### config.mk
export PLATFORM = sky130hd
export DESIGN_NAME = bomb_placer
export DESIGN_NICKNAME = d
export VERILOG_FILES = /design/src/rtl/buscaminas_pkg.sv /design/src/rtl/lfsr16.sv /design/src/rtl/bomb_placer.sv
export SDC_FILE = /design/constraint.sdc
export NUM_CORES = 1
export LEC_CHECK = 0
export ABC_CLOCK_PERIOD_IN_PS = 22000
export CORE_MARGIN = 2
export CORE_UTILIZATION = 40
export DETAILED_ROUTE_END_ITERATION = 7
export SETUP_SLACK_MARGIN = 0.15
export SKIP_CTS_REPAIR_TIMING = 1
export SLEW_MARGIN = 15
export SYNTH_ARGS = -nofsm -noshare
export SYNTH_HDL_FRONTEND = slang
export SYNTH_HIERARCHICAL = 1
export SYNTH_SLANG_ARGS = --single-unit
### constraint.sdc
create_clock -name clk -period 22 [get_ports clk]
set_input_delay 4.4 -clock clk [delete_from_list [all_inputs] [get_ports clk]]
set_output_delay 4.4 -clock clk [all_outputs]
set_load 0.05 [all_outputs]
### src/rtl/buscaminas_pkg.sv
// Shared board geometry, placer state encoding and cell helpers for the Buscaminas datapath.
// neighbour_count is also used by the game FSM's reveal logic.
package buscaminas_pkg;

  localparam int unsigned BOARD_W     = 8;
  localparam int unsigned BOARD_CELLS = 64;
  localparam logic [3:0]  NO_CLICK    = 4'hF;
  localparam logic [15:0] LFSR_TAPS   = 16'hB400;

  typedef enum logic [2:0] {
    ST_IDLE,
    ST_CLEAR,
    ST_PLACE,
    ST_COUNT,
    ST_DONE
  } placer_state_t;

  function automatic logic [5:0] cell_idx(input logic [2:0] x, input logic [2:0] y);
    return {y, x};
  endfunction

  // Mines among the up to 8 in-bounds neighbours; no wrap across edges.
  function automatic logic [3:0] neighbour_count(input logic [63:0] bombs, input logic [5:0] idx);
    logic [3:0] n;
    int cx, cy, nx, ny;
    n  = '0;
    cx = int'(idx[2:0]);
    cy = int'(idx[5:3]);
    for (int unsigned dy = 0; dy < 3; dy++) begin
      for (int unsigned dx = 0; dx < 3; dx++) begin
        nx = cx + int'(dx) - 1;
        ny = cy + int'(dy) - 1;
        if ((dx != 1 || dy != 1) && nx >= 0 && nx < int'(BOARD_W) &&
            ny >= 0 && ny < int'(BOARD_W))
          n = n + 4'(bombs[6'(ny * int'(BOARD_W) + nx)]);
      end
    end
    return n;
  endfunction

endpackage

### src/rtl/lfsr16.sv
// 16-bit Galois LFSR, right-shifting, free running; an all-zero seed is replaced by 1.
module lfsr16
  import buscaminas_pkg::*;
#(
  parameter logic [15:0] SEED = 16'hACE1
) (
  input  logic        clk,
  input  logic        reset,
  output logic [15:0] q
);

  localparam logic [15:0] INIT = (SEED == 16'h0000) ? 16'h0001 : SEED;

  always_ff @(posedge clk or negedge reset) begin
    if (!reset)
      q <= INIT;
    else if (q[0])
      q <= (q >> 1) ^ LFSR_TAPS;
    else
      q <= q >> 1;
  end

endmodule

### src/rtl/bomb_placer.sv
// Builds a random 8x8 mine field with NUM_BOMBS mines (optionally sparing one cell),
// then fills in the per-cell neighbour counts one cell per cycle.
module bomb_placer
  import buscaminas_pkg::*;
#(
  parameter int unsigned NUM_BOMBS = 10,
  parameter logic [15:0] SEED      = 16'hACE1
) (
  input  logic         clk,
  input  logic         reset,
  input  logic         start,
  input  logic [3:0]   safe_x,
  input  logic [3:0]   safe_y,
  output logic [63:0]  bombs,
  output logic [255:0] counts,
  output logic         busy,
  output logic         done,
  output logic         valid
);

  if (NUM_BOMBS < 1 || NUM_BOMBS > 63) begin : g_bad_num_bombs
    $error("bomb_placer: NUM_BOMBS must be in 1..63");
  end

  placer_state_t state, next_state;

  logic [15:0] lfsr_q;
  logic [9:0]  lfsr_unused;
  logic [5:0]  cand;
  logic [5:0]  placed;
  logic [5:0]  cur_cell;
  logic [5:0]  safe_idx;
  logic        safe_en;
  logic        accept, place_hit, place_last;
  logic        busy_d, done_d, valid_d;

  lfsr16 #(.SEED(SEED)) u_lfsr (
    .clk   (clk),
    .reset (reset),
    .q     (lfsr_q)
  );

  assign cand        = lfsr_q[5:0];
  assign lfsr_unused = lfsr_q[15:6];

  assign accept     = start && (state == ST_IDLE || state == ST_DONE);
  assign place_hit  = !bombs[cand] && !(safe_en && cand == safe_idx);
  assign place_last = place_hit && (placed + 6'd1 == 6'(NUM_BOMBS));

  always_ff @(posedge clk or negedge reset) begin
    if (!reset) state <= ST_IDLE;
    else        state <= next_state;
  end

  always_comb begin
    next_state = state;
    unique case (state)
      ST_IDLE, ST_DONE: if (start) next_state = ST_CLEAR;
      ST_CLEAR:         next_state = ST_PLACE;
      ST_PLACE:         if (place_last) next_state = ST_COUNT;
      ST_COUNT:         if (cur_cell == 6'(BOARD_CELLS - 1)) next_state = ST_DONE;
      default:          next_state = ST_IDLE;
    endcase
  end

  always_comb begin
    busy_d  = (next_state == ST_CLEAR) || (next_state == ST_PLACE) || (next_state == ST_COUNT);
    done_d  = (state == ST_COUNT) && (next_state == ST_DONE);
    valid_d = (next_state == ST_DONE);
  end

  // The clear and safe-cell latch happen on the edge that enters CLEAR, so the
  // registered outputs already read zero throughout the CLEAR cycle.
  always_ff @(posedge clk or negedge reset) begin
    if (!reset) begin
      bombs    <= '0;
      counts   <= '0;
      busy     <= 1'b0;
      done     <= 1'b0;
      valid    <= 1'b0;
      placed   <= '0;
      cur_cell <= '0;
      safe_idx <= '0;
      safe_en  <= 1'b0;
    end else begin
      busy  <= busy_d;
      done  <= done_d;
      valid <= valid_d;
      if (accept) begin
        bombs    <= '0;
        counts   <= '0;
        placed   <= '0;
        cur_cell <= '0;
        safe_en  <= !safe_x[3] && !safe_y[3];
        safe_idx <= cell_idx(safe_x[2:0], safe_y[2:0]);
      end else if (state == ST_PLACE && place_hit) begin
        bombs[cand] <= 1'b1;
        placed      <= placed + 6'd1;
      end else if (state == ST_COUNT) begin
        counts[{cur_cell, 2'b00} +: 4] <= neighbour_count(bombs, cur_cell);
        cur_cell                       <= cur_cell + 6'd1;
      end
    end
  end

endmodule

==> out/metrics.sh, run 1 <==
OUTCOME='finished, final reports clean'
SYN_AVG_CELL_AREA_UM2=10.3
NETLIST-CELL-TYPE-COUNT=67
HOLD_PATH_STAGES=0
MAX_CAPACITANCE_VIOLATION_COUNT=0
CRITICAL-PATH-SLOWEST-CELL='sky130_fd_sc_hd__dfrtp_1'
SYNTHTOLAYOUTAREAGROWTH_PCT=28.8
RELSLEWSLACK=0.232
DRIVE_GT1_FRAC=0.0816
DRTITER0DRC=1179
DETAIL-ROUTE-ANTENNA-NETS=0
SETUP_VIOL_COUNT_FINAL=0
WORSTHOLDSTART='u_lfsr/q[8]'
CRIT_PATH_START_KIND='register'
PEAKVDDDROP_uV=301
POWER.DENSITY_nW_PER_UM2=171
SYNTH_FP_NETS=1756
WORST_SKEW_PAIR.LATE_LATENCY_NS=0.59
REG2REG_SLACK_NS=12.75
YOSYSWARNINGCOUNT=6
FP.DIEW_UM=214
CRITICAL_PATH_ARRIVAL_NS=9.74
IOS=334
CLOCK_SLEW_AT_REPORTED_PATH_FFS_NS=0.06
POST_SYNTH_INST_COUNT=1717
FINAL_NET_COUNT=2036
DRC=0
INPUT_OUTPUT_BUFFERS=333
DIEHEIGHT_UM=214
ANTENNA_VIOLATIONS_BEFORE_REPAIR=1
GRT_MOST_USED_LAYER='met2'
REG2REG_LAUNCH_POINT='cur_cell[1]'
GLOBALROUTE.TOTALOVERFLOW=0
END_KIND='register'
LAYOUT_COMMONEST_CELL='sky130_fd_sc_hd__dfrtp_1'
DR_TOTAL_VIAS=14700
DESIGN.DIE.AREA_UM2=45900
WORST_CLOCK_SKEW_NS=0.0266
SINK_OF_THE_WORST_HOLD_PATH='u_lfsr/q[7]'
CP_MAX_FO=32
CORE_UM2=43900
VIA_PER_INST=5.60
CTS.HTREE.LEVELS=2
FIRST_GLOBAL_VIAS=14500
SYNTH.AREA.TOP_CELLS='sky130_fd_sc_hd__dfrtp_1 50%, sky130_fd_sc_hd__mux2i_1 8.1%, sky130_fd_sc_hd__mux4_2 6.5%, sky130_fd_sc_hd__o21ai_0 5.3%, sky130_fd_sc_hd__nand2_1 4.6%'
FLOORPLAN.ROWS=77
YS_DOMINANT_REG_CELL='sky130_fd_sc_hd__dfrtp_1'
GRT_MAX_DEGREE=100
CTS_MAX_PATH_BUFFERS=3
WORSTSETUPPATHTYPE='reg -> reg'
DETAILEDROUTE.FIRSTPASSITERATIONCOUNT=7
POST-DP-HPWL_UM=42400
DRT_WL_TOTAL_UM=61500
TIMING.CRITICAL_PATH.MODE_CELL='sky130_fd_sc_hd__ha_1'
SETUP_REPAIR_AFTER_GLOBAL_ROUTING_MISSED_ITS_MARGIN='false'
FILLERS=4014
REGTOREGENDPOINT='counts[5]'
NUMCLOCKSINKS=361
HOLDWS_NS=0.345
LEAKAGE_nW=9.57
HOLD_PATH_CLASS='reg -> reg'
FIN_SETUP_TNS_NS=0
SYNTH_LARGEST_AREA_CELL='sky130_fd_sc_hd__dfrtp_1'
REG2REG_DEPTH=32
TIMING.FINAL.HOLD_VIOLATIONS=0
TIMING.CRITICAL_PATH.SLOWEST_CELL_DELAY_NS=1.10
TIMING_WORST_SLEW_PIN_VALUE_NS=1.15
SYNTH.YOSYS.SEQ_AREA_SHARE=0.512
SYNTH-SEQ-CELLS=361
MET3_LAYER_USAGE_REPORTED_BY_GLOBAL_ROUTE=0.0793
SYNTH_TOP_AREA_SHARE=0.500
SYN_AREA_UM2=17700
TIMING.FINAL.CRIT_PERIOD_NS=9.25
SYNTH-EDFF-COUNT=0
CLOCK.FMAX_MHz=108
GR-USAGE-MET1=0.359
TIMING.FINAL.CRIT_SHARE=0.420
GRT_UTIL_ALL_LAYERS=0.266
START_UTIL=0.402
CLOCK-ROOT-BUFFER='sky130_fd_sc_hd__clkbuf_16'
GLOBALROUTEMET2UTIL=0.407
GLOBAL_PLACER_S_FINAL_WEIGHTED_CONGESTION=0.877
CRITICAL_PATH_REQUIRED_NS=22.49
POSTSYNTH.ASYNCRESETSHARE=1.00
ROUTED_WIRELENGTH_NORMALIZED_BY_INSTANCE_COUNT_UM=23.5
REPORT.FINAL.SLEW_VIOL_COUNT=0
CTS_MADE_BUFFERS=41
LAYOUT.CELLS.MOST_COMMON_LIST='352 x sky130_fd_sc_hd__dfrtp_1, 332 x sky130_fd_sc_hd__clkdlybuf4s50_1, 218 x sky130_fd_sc_hd__nand2_1'
TRITONCTS_CLOCK_TREE='done'
GLOBAL_ROUTE_WIRE_LENGTH_BEFORE_REPAIR_UM=94000
-- worst max-delay path by stage --
stage / depth (start not counted) / endpoint / start
after CTS: 32 / counts[5] / cur_cell[1]
after floorplan: 36 / counts[202] / cur_cell[0]
after detailed placement: 32 / counts[101] / cur_cell[1]
final: 32 / counts[5] / cur_cell[1]
after global placement: 32 / counts[93] / cur_cell[1]
after global routing: 32 / counts[101] / cur_cell[1]
-- registers in the layout, indices dropped and copies added, names as in the netlist --
register,cells
placed,6
u_lfsr/q,16
counts,256
done,1
safe_en,1
state,3
safe_idx,6
cur_cell,6
valid,1
busy,1
bombs,64
-- cells in the mapped netlist (3+ instances only) --
cell type                  instances
sky130_fd_sc_hd__dfrtp_1         353
sky130_fd_sc_hd__nand2_1         219
sky130_fd_sc_hd__nor2_1          192
sky130_fd_sc_hd__o21ai_0         187
sky130_fd_sc_hd__mux2i_1         143
sky130_fd_sc_hd__a21oi_1         113
sky130_fd_sc_hd__clkbuf_1         87
sky130_fd_sc_hd__mux4_2           51
sky130_fd_sc_hd__nand3_1          46
sky130_fd_sc_hd__a22o_1           32
sky130_fd_sc_hd__a211oi_1         29
sky130_fd_sc_hd__ha_1             27
sky130_fd_sc_hd__inv_1            27
sky130_fd_sc_hd__buf_2            20
sky130_fd_sc_hd__xnor2_1          17
sky130_fd_sc_hd__xor2_1           16
sky130_fd_sc_hd__nor3_1           14
sky130_fd_sc_hd__and2_1           12
sky130_fd_sc_hd__buf_1             9
sky130_fd_sc_hd__dfstp_2           8
sky130_fd_sc_hd__nor2b_1           8
sky130_fd_sc_hd__mux2_2            7
sky130_fd_sc_hd__nand3b_1          7
sky130_fd_sc_hd__nand4_1           6
sky130_fd_sc_hd__or3_1             6
sky130_fd_sc_hd__nor3b_1           5
sky130_fd_sc_hd__o22ai_1           5
sky130_fd_sc_hd__buf_6             4
sky130_fd_sc_hd__nand2b_1          4
sky130_fd_sc_hd__a221o_1           3
sky130_fd_sc_hd__a311oi_1          3
sky130_fd_sc_hd__a31oi_1           3
sky130_fd_sc_hd__and2_0            3
sky130_fd_sc_hd__o31ai_1           3
sky130_fd_sc_hd__or2_2             3
-- layout make-up --
type	count	area (um2)	area share
Tap cell	592	741	0.0325
Clock buffer	59	1160	0.0511
Clock inverter	8	116	0.00511
Antenna cell	1	2.50	0.000110
Multi-Input combinational cell	1206	8060	0.354
Inverter	30	113	0.00495
Timing Repair Buffer	357	3520	0.155
Sequential cell	361	9050	0.397
-- worst max-delay path: cells and delay by family, from the launching register on --
| family | cells | cell delay [ns] |
|---|---|---|
| xor gates and xnor gates | 1 | 0.88 |
| buffers and inverters | 3 | 0.72 |
| adders and majority gates | 9 | 2.59 |
| muxes | 5 | 1.95 |
| and+or+nand+nor | 11 | 1.48 |
| AOI/OAI and AO/OA | 3 | 0.47 |
| DFF | 1 | 1.10 |
-- routing by layer --
| metal | part of all wire | routed length [um] |
|---|---|---|
| met3 | 0.080 | 4940 |
| met1 | 0.43 | 26200 |
| met5 | 0 | 0 |
| met4 | 0.039 | 2410 |
| met2 | 0.45 | 27900 |
-- cell families after synthesis --
| logic type | count (synthesis) | share of synthesized area |
|---|---|---|
| simple gates | 533 | 0.128 |
| compound gates | 409 | 0.136 |
| fa+ha+maj | 28 | 0.0202 |
| xor+xnor | 34 | 0.0176 |
| buf+inv | 150 | 0.0350 |
| flops | 361 | 0.512 |
| mux | 202 | 0.152 |
-- report_power, final --
group          total, mW  internal, mW  switching [mW]
Sequential         0.983         0.830           0.154
Combinational       2.24         0.697            1.55
Clock              0.663         0.380           0.283
-- metrics by stage --
step                       util  instance area [um2]  setup WS (ns)  instances  power (mW)
final                     0.518                22800          12.75       2614        3.89
after detailed placement  0.489                21500          12.81       2546        3.22
after floorplan               -                17700          13.93       1717        2.40
after global routing      0.518                22800          12.17       2613        4.08
after global placement    0.489                21500          13.10       2546        3.20
after CTS                 0.518                22800          12.78       2613        3.90
(Power assumes the default switching activity.)
==> inputs of run 2 (changes only) <==
--- a/config.mk
+++ b/config.mk
@@ -5,10 +5,11 @@
 export SDC_FILE = /design/constraint.sdc
 export NUM_CORES = 1
 export LEC_CHECK = 0
-export ABC_CLOCK_PERIOD_IN_PS = 22000
+export ABC_CLOCK_PERIOD_IN_PS = 8000
 export CORE_MARGIN = 2
 export CORE_UTILIZATION = 40
 export DETAILED_ROUTE_END_ITERATION = 7
+export PLACE_DENSITY = 0.66
 export SETUP_SLACK_MARGIN = 0.15
 export SKIP_CTS_REPAIR_TIMING = 1
 export SLEW_MARGIN = 15
==> constraint.sdc (replaced) <==
create_clock -name clk -period 8 [get_ports clk]
set_input_delay 1.6 -clock clk [delete_from_list [all_inputs] [get_ports clk]]
set_output_delay 1.6 -clock clk [all_outputs]
set_load 0.05 [all_outputs]
==> out/metrics.sh, run 2 (synthesis results as in run 1) <==
OUTCOME='finished, final reports clean'
START_UTIL=0.402
CP_MAX_FO=63
HOLD_PATH_CLASS='reg -> reg'
FILLERS=3896
LAYOUT.CELLS.MOST_COMMON_LIST='352 x sky130_fd_sc_hd__dfrtp_1, 332 x sky130_fd_sc_hd__clkdlybuf4s50_1, 218 x sky130_fd_sc_hd__nand2_1'
CLOCK_SLEW_AT_REPORTED_PATH_FFS_NS=0.06
CTS.HTREE.LEVELS=2
P_SEQ_FRAC=0.240
CRITICAL_PATH_REQUIRED_NS=8.51
TIMING.FINAL.CRIT_PERIOD_NS=7.38
DESIGN.DIE.AREA_UM2=45900
LEAKAGE_nW=9.70
GLOBAL_ROUTE_WIRE_LENGTH_BEFORE_REPAIR_UM=93000
TIMING.CRITICAL_PATH.SLOWEST_CELL_DELAY_NS=0.56
TIMING.CRITICAL_PATH.MODE_CELL='sky130_fd_sc_hd__ha_1'
CLOCK.FMAX_MHz=136
CORE_UM2=43900
GRT_UTIL_ALL_LAYERS=0.262
DETAILEDROUTE.FIRSTPASSITERATIONCOUNT=5
DR_TOTAL_VIAS=14800
RELSLEWSLACK=0.292
ROUTED_WIRELENGTH_NORMALIZED_BY_INSTANCE_COUNT_UM=23.0
P_CLK_FRAC=0.172
DRIVE_GT1_FRAC=0.0950
DETAIL-ROUTE-ANTENNA-NETS=0
REPORT.FINAL.SLEW_VIOL_COUNT=0
GRT_MAX_DEGREE=158
SYNTHTOLAYOUTAREAGROWTH_PCT=30.2
DESIGN_AREA_UM2=23000
MAX_CAPACITANCE_VIOLATION_COUNT=0
SETUP_REPAIR_AFTER_GLOBAL_ROUTING_MISSED_ITS_MARGIN='false'
INPUT_OUTPUT_BUFFERS=333
FP.DIEW_UM=214
CPLARGESTDELAYFAMILY='adder cells'
GLOBALROUTE.TOTALOVERFLOW=0
TRITONCTS_CLOCK_TREE='done'
POST-DP-HPWL_UM=42700
NUMBER_OF_FLIP_FLOPS_UNDER_THE_LARGEST_REGISTER_NAME=256
DIEHEIGHT_UM=214
POST_PLACE_CELL_AREA_UM2=21600
BIGGESTREGSBYFLOPS='counts x256, bombs x64, u_lfsr/q x16'
POWER.COMBINATIONAL.FRACTION=0.588
DRC=0
TIMING_WORST_SLEW_PIN_VALUE_NS=1.06
CRITICAL-PATH-SLOWEST-CELL='sky130_fd_sc_hd__mux4_2'
WORSTSETUPPATHTYPE='reg -> reg'
NUMCLOCKSINKS=361
CELL_INTERNAL_PWR_mW=5.42
SETUP_VIOL_COUNT_FINAL=0
FIN_SETUP_TNS_NS=0
WORST_CLOCK_SKEW_NS=0.0217
GLOBAL_PLACER_S_FINAL_WEIGHTED_CONGESTION=0.901
FLOORPLAN.ROWS=77
CTS_MADE_BUFFERS=40
VIA_PER_INST=5.61
ANTENNA_VIOLATIONS_BEFORE_REPAIR=1
WORSTPATHBUFFERINVERTERCOUNT=1
FIRST_GLOBAL_VIAS=14800
CLOCK-ROOT-BUFFER='sky130_fd_sc_hd__clkbuf_16'
LAYOUT_COMMONEST_CELL='sky130_fd_sc_hd__dfrtp_1'
CTS_MAX_PATH_BUFFERS=3
POWER.DENSITY_nW_PER_UM2=477
DRTITER0DRC=1258
REGMOSTFLOPS='counts'
TIMING.FINAL.HOLD_VIOLATIONS=0
CRITICAL_PATH_ARRIVAL_NS=7.89
IOS=334
POWER_SWITCHING_mW=5.56
PEAKVDDDROP_uV=567
POWER_SWITCHING_SHARE=0.506
END_KIND='register'
TIMING.FINAL.CRIT_SHARE=0.922
DRT_WL_TOTAL_UM=60500
CRIT_PATH_START_KIND='register'
FINAL_NET_COUNT=2050
WORST_SKEW_PAIR.LATE_LATENCY_NS=0.59
[run 2: cell types whose count changed in the layout (fill, tap and decap cells not counted), sizes merged]
cell / change
clkinvlp: +1
buf: +15
clkinv: +5
bufinv: +1
diode: +1
[run 2: metrics by stage]
stage               utilization  hold WS [ns]  total power [mW]  worst slack (ns)  std cells
CTS                       0.523         0.356              11.0             0.222       2635
global placement          0.492         0.339              8.96             0.423       2561
floorplan                     -         0.331              6.61             0.172       1717
global route              0.524         0.359              11.5             0.122       2636
detailed placement        0.492         0.345              9.04             0.233       2561
finish                    0.524         0.355              11.0             0.623       2637
[run 2: metal layers]
layer | GRT usage | up-vias | wire length, um
li1 | - | 6654 | -
met3 | 0.0643 | 134 | 4420
met1 | 0.346 | 7438 | 25200
met2 | 0.414 | 569 | 28200
met5 | 0 | - | 0
met4 | 0.111 | 0 | 2720
[run 2: cell type report]
cell class / instances / area, um2 / area share
Timing Repair Buffer: 372 / 3670 / 0.159
Tap cell: 592 / 741 / 0.0322
Inverter: 30 / 113 / 0.00489
Antenna cell: 2 / 5.00 / 0.000217
Sequential cell: 361 / 9050 / 0.393
Clock inverter: 15 / 183 / 0.00794
Multi-Input combinational cell: 1206 / 8100 / 0.352
Clock buffer: 59 / 1160 / 0.0505
[run 2: worst reg2reg max path: stages, from the launching register on]
cell and delay [ns]:
sky130_fd_sc_hd__dfrtp_4 0.45, sky130_fd_sc_hd__buf_12 0.33, sky130_fd_sc_hd__mux4_2 0.60, sky130_fd_sc_hd__mux4_2 0.52, sky130_fd_sc_hd__mux4_2 0.51, sky130_fd_sc_hd__ha_1 0.33
sky130_fd_sc_hd__nor2b_1 0.14, sky130_fd_sc_hd__ha_1 0.21, sky130_fd_sc_hd__ha_1 0.31, sky130_fd_sc_hd__nand2_1 0.10, sky130_fd_sc_hd__a21oi_1 0.08, sky130_fd_sc_hd__ha_1 0.37
sky130_fd_sc_hd__nand2_1 0.08, sky130_fd_sc_hd__nand2_1 0.06, sky130_fd_sc_hd__ha_1 0.27, sky130_fd_sc_hd__mux2_2 0.33, sky130_fd_sc_hd__ha_1 0.36, sky130_fd_sc_hd__mux2_2 0.28
sky130_fd_sc_hd__ha_1 0.33, sky130_fd_sc_hd__nor2_1 0.13, sky130_fd_sc_hd__nor2_1 0.06, sky130_fd_sc_hd__ha_1 0.18, sky130_fd_sc_hd__nand2_1 0.07, sky130_fd_sc_hd__xor2_1 0.15
sky130_fd_sc_hd__nand2_1 0.15, sky130_fd_sc_hd__xnor2_2 0.20, sky130_fd_sc_hd__nor2_2 0.50, sky130_fd_sc_hd__a22o_1 0.25
[run 2: power by group through the flow]
stage	combinational [mW]	sequential [mW]	clock, mW
2_1_floorplan	2.59	4.02	0
3_3_place_gp	6.32	2.64	0
3_5_place_dp	6.40	2.64	0
4_1_cts	6.42	2.62	1.91
5_1_grt	6.80	2.68	1.99
6_report	6.45	2.63	1.89
[run 2: path summary, 6_finish.rpt]
path | start | to | slack [ns] | depth (start not counted)
max | cur_cell[0] | counts[214] | 0.62 | 27
min | u_lfsr/q[6] | u_lfsr/q[5] | 0.36 | 0
max reg2reg | cur_cell[0] | counts[214] | 0.62 | 27
min reg2reg | u_lfsr/q[6] | u_lfsr/q[5] | 0.36 | 0
max in group asynchronous | reset | cur_cell[0] | 5.17 | 2
min in group asynchronous | reset | counts[186] | 1.10 | 1
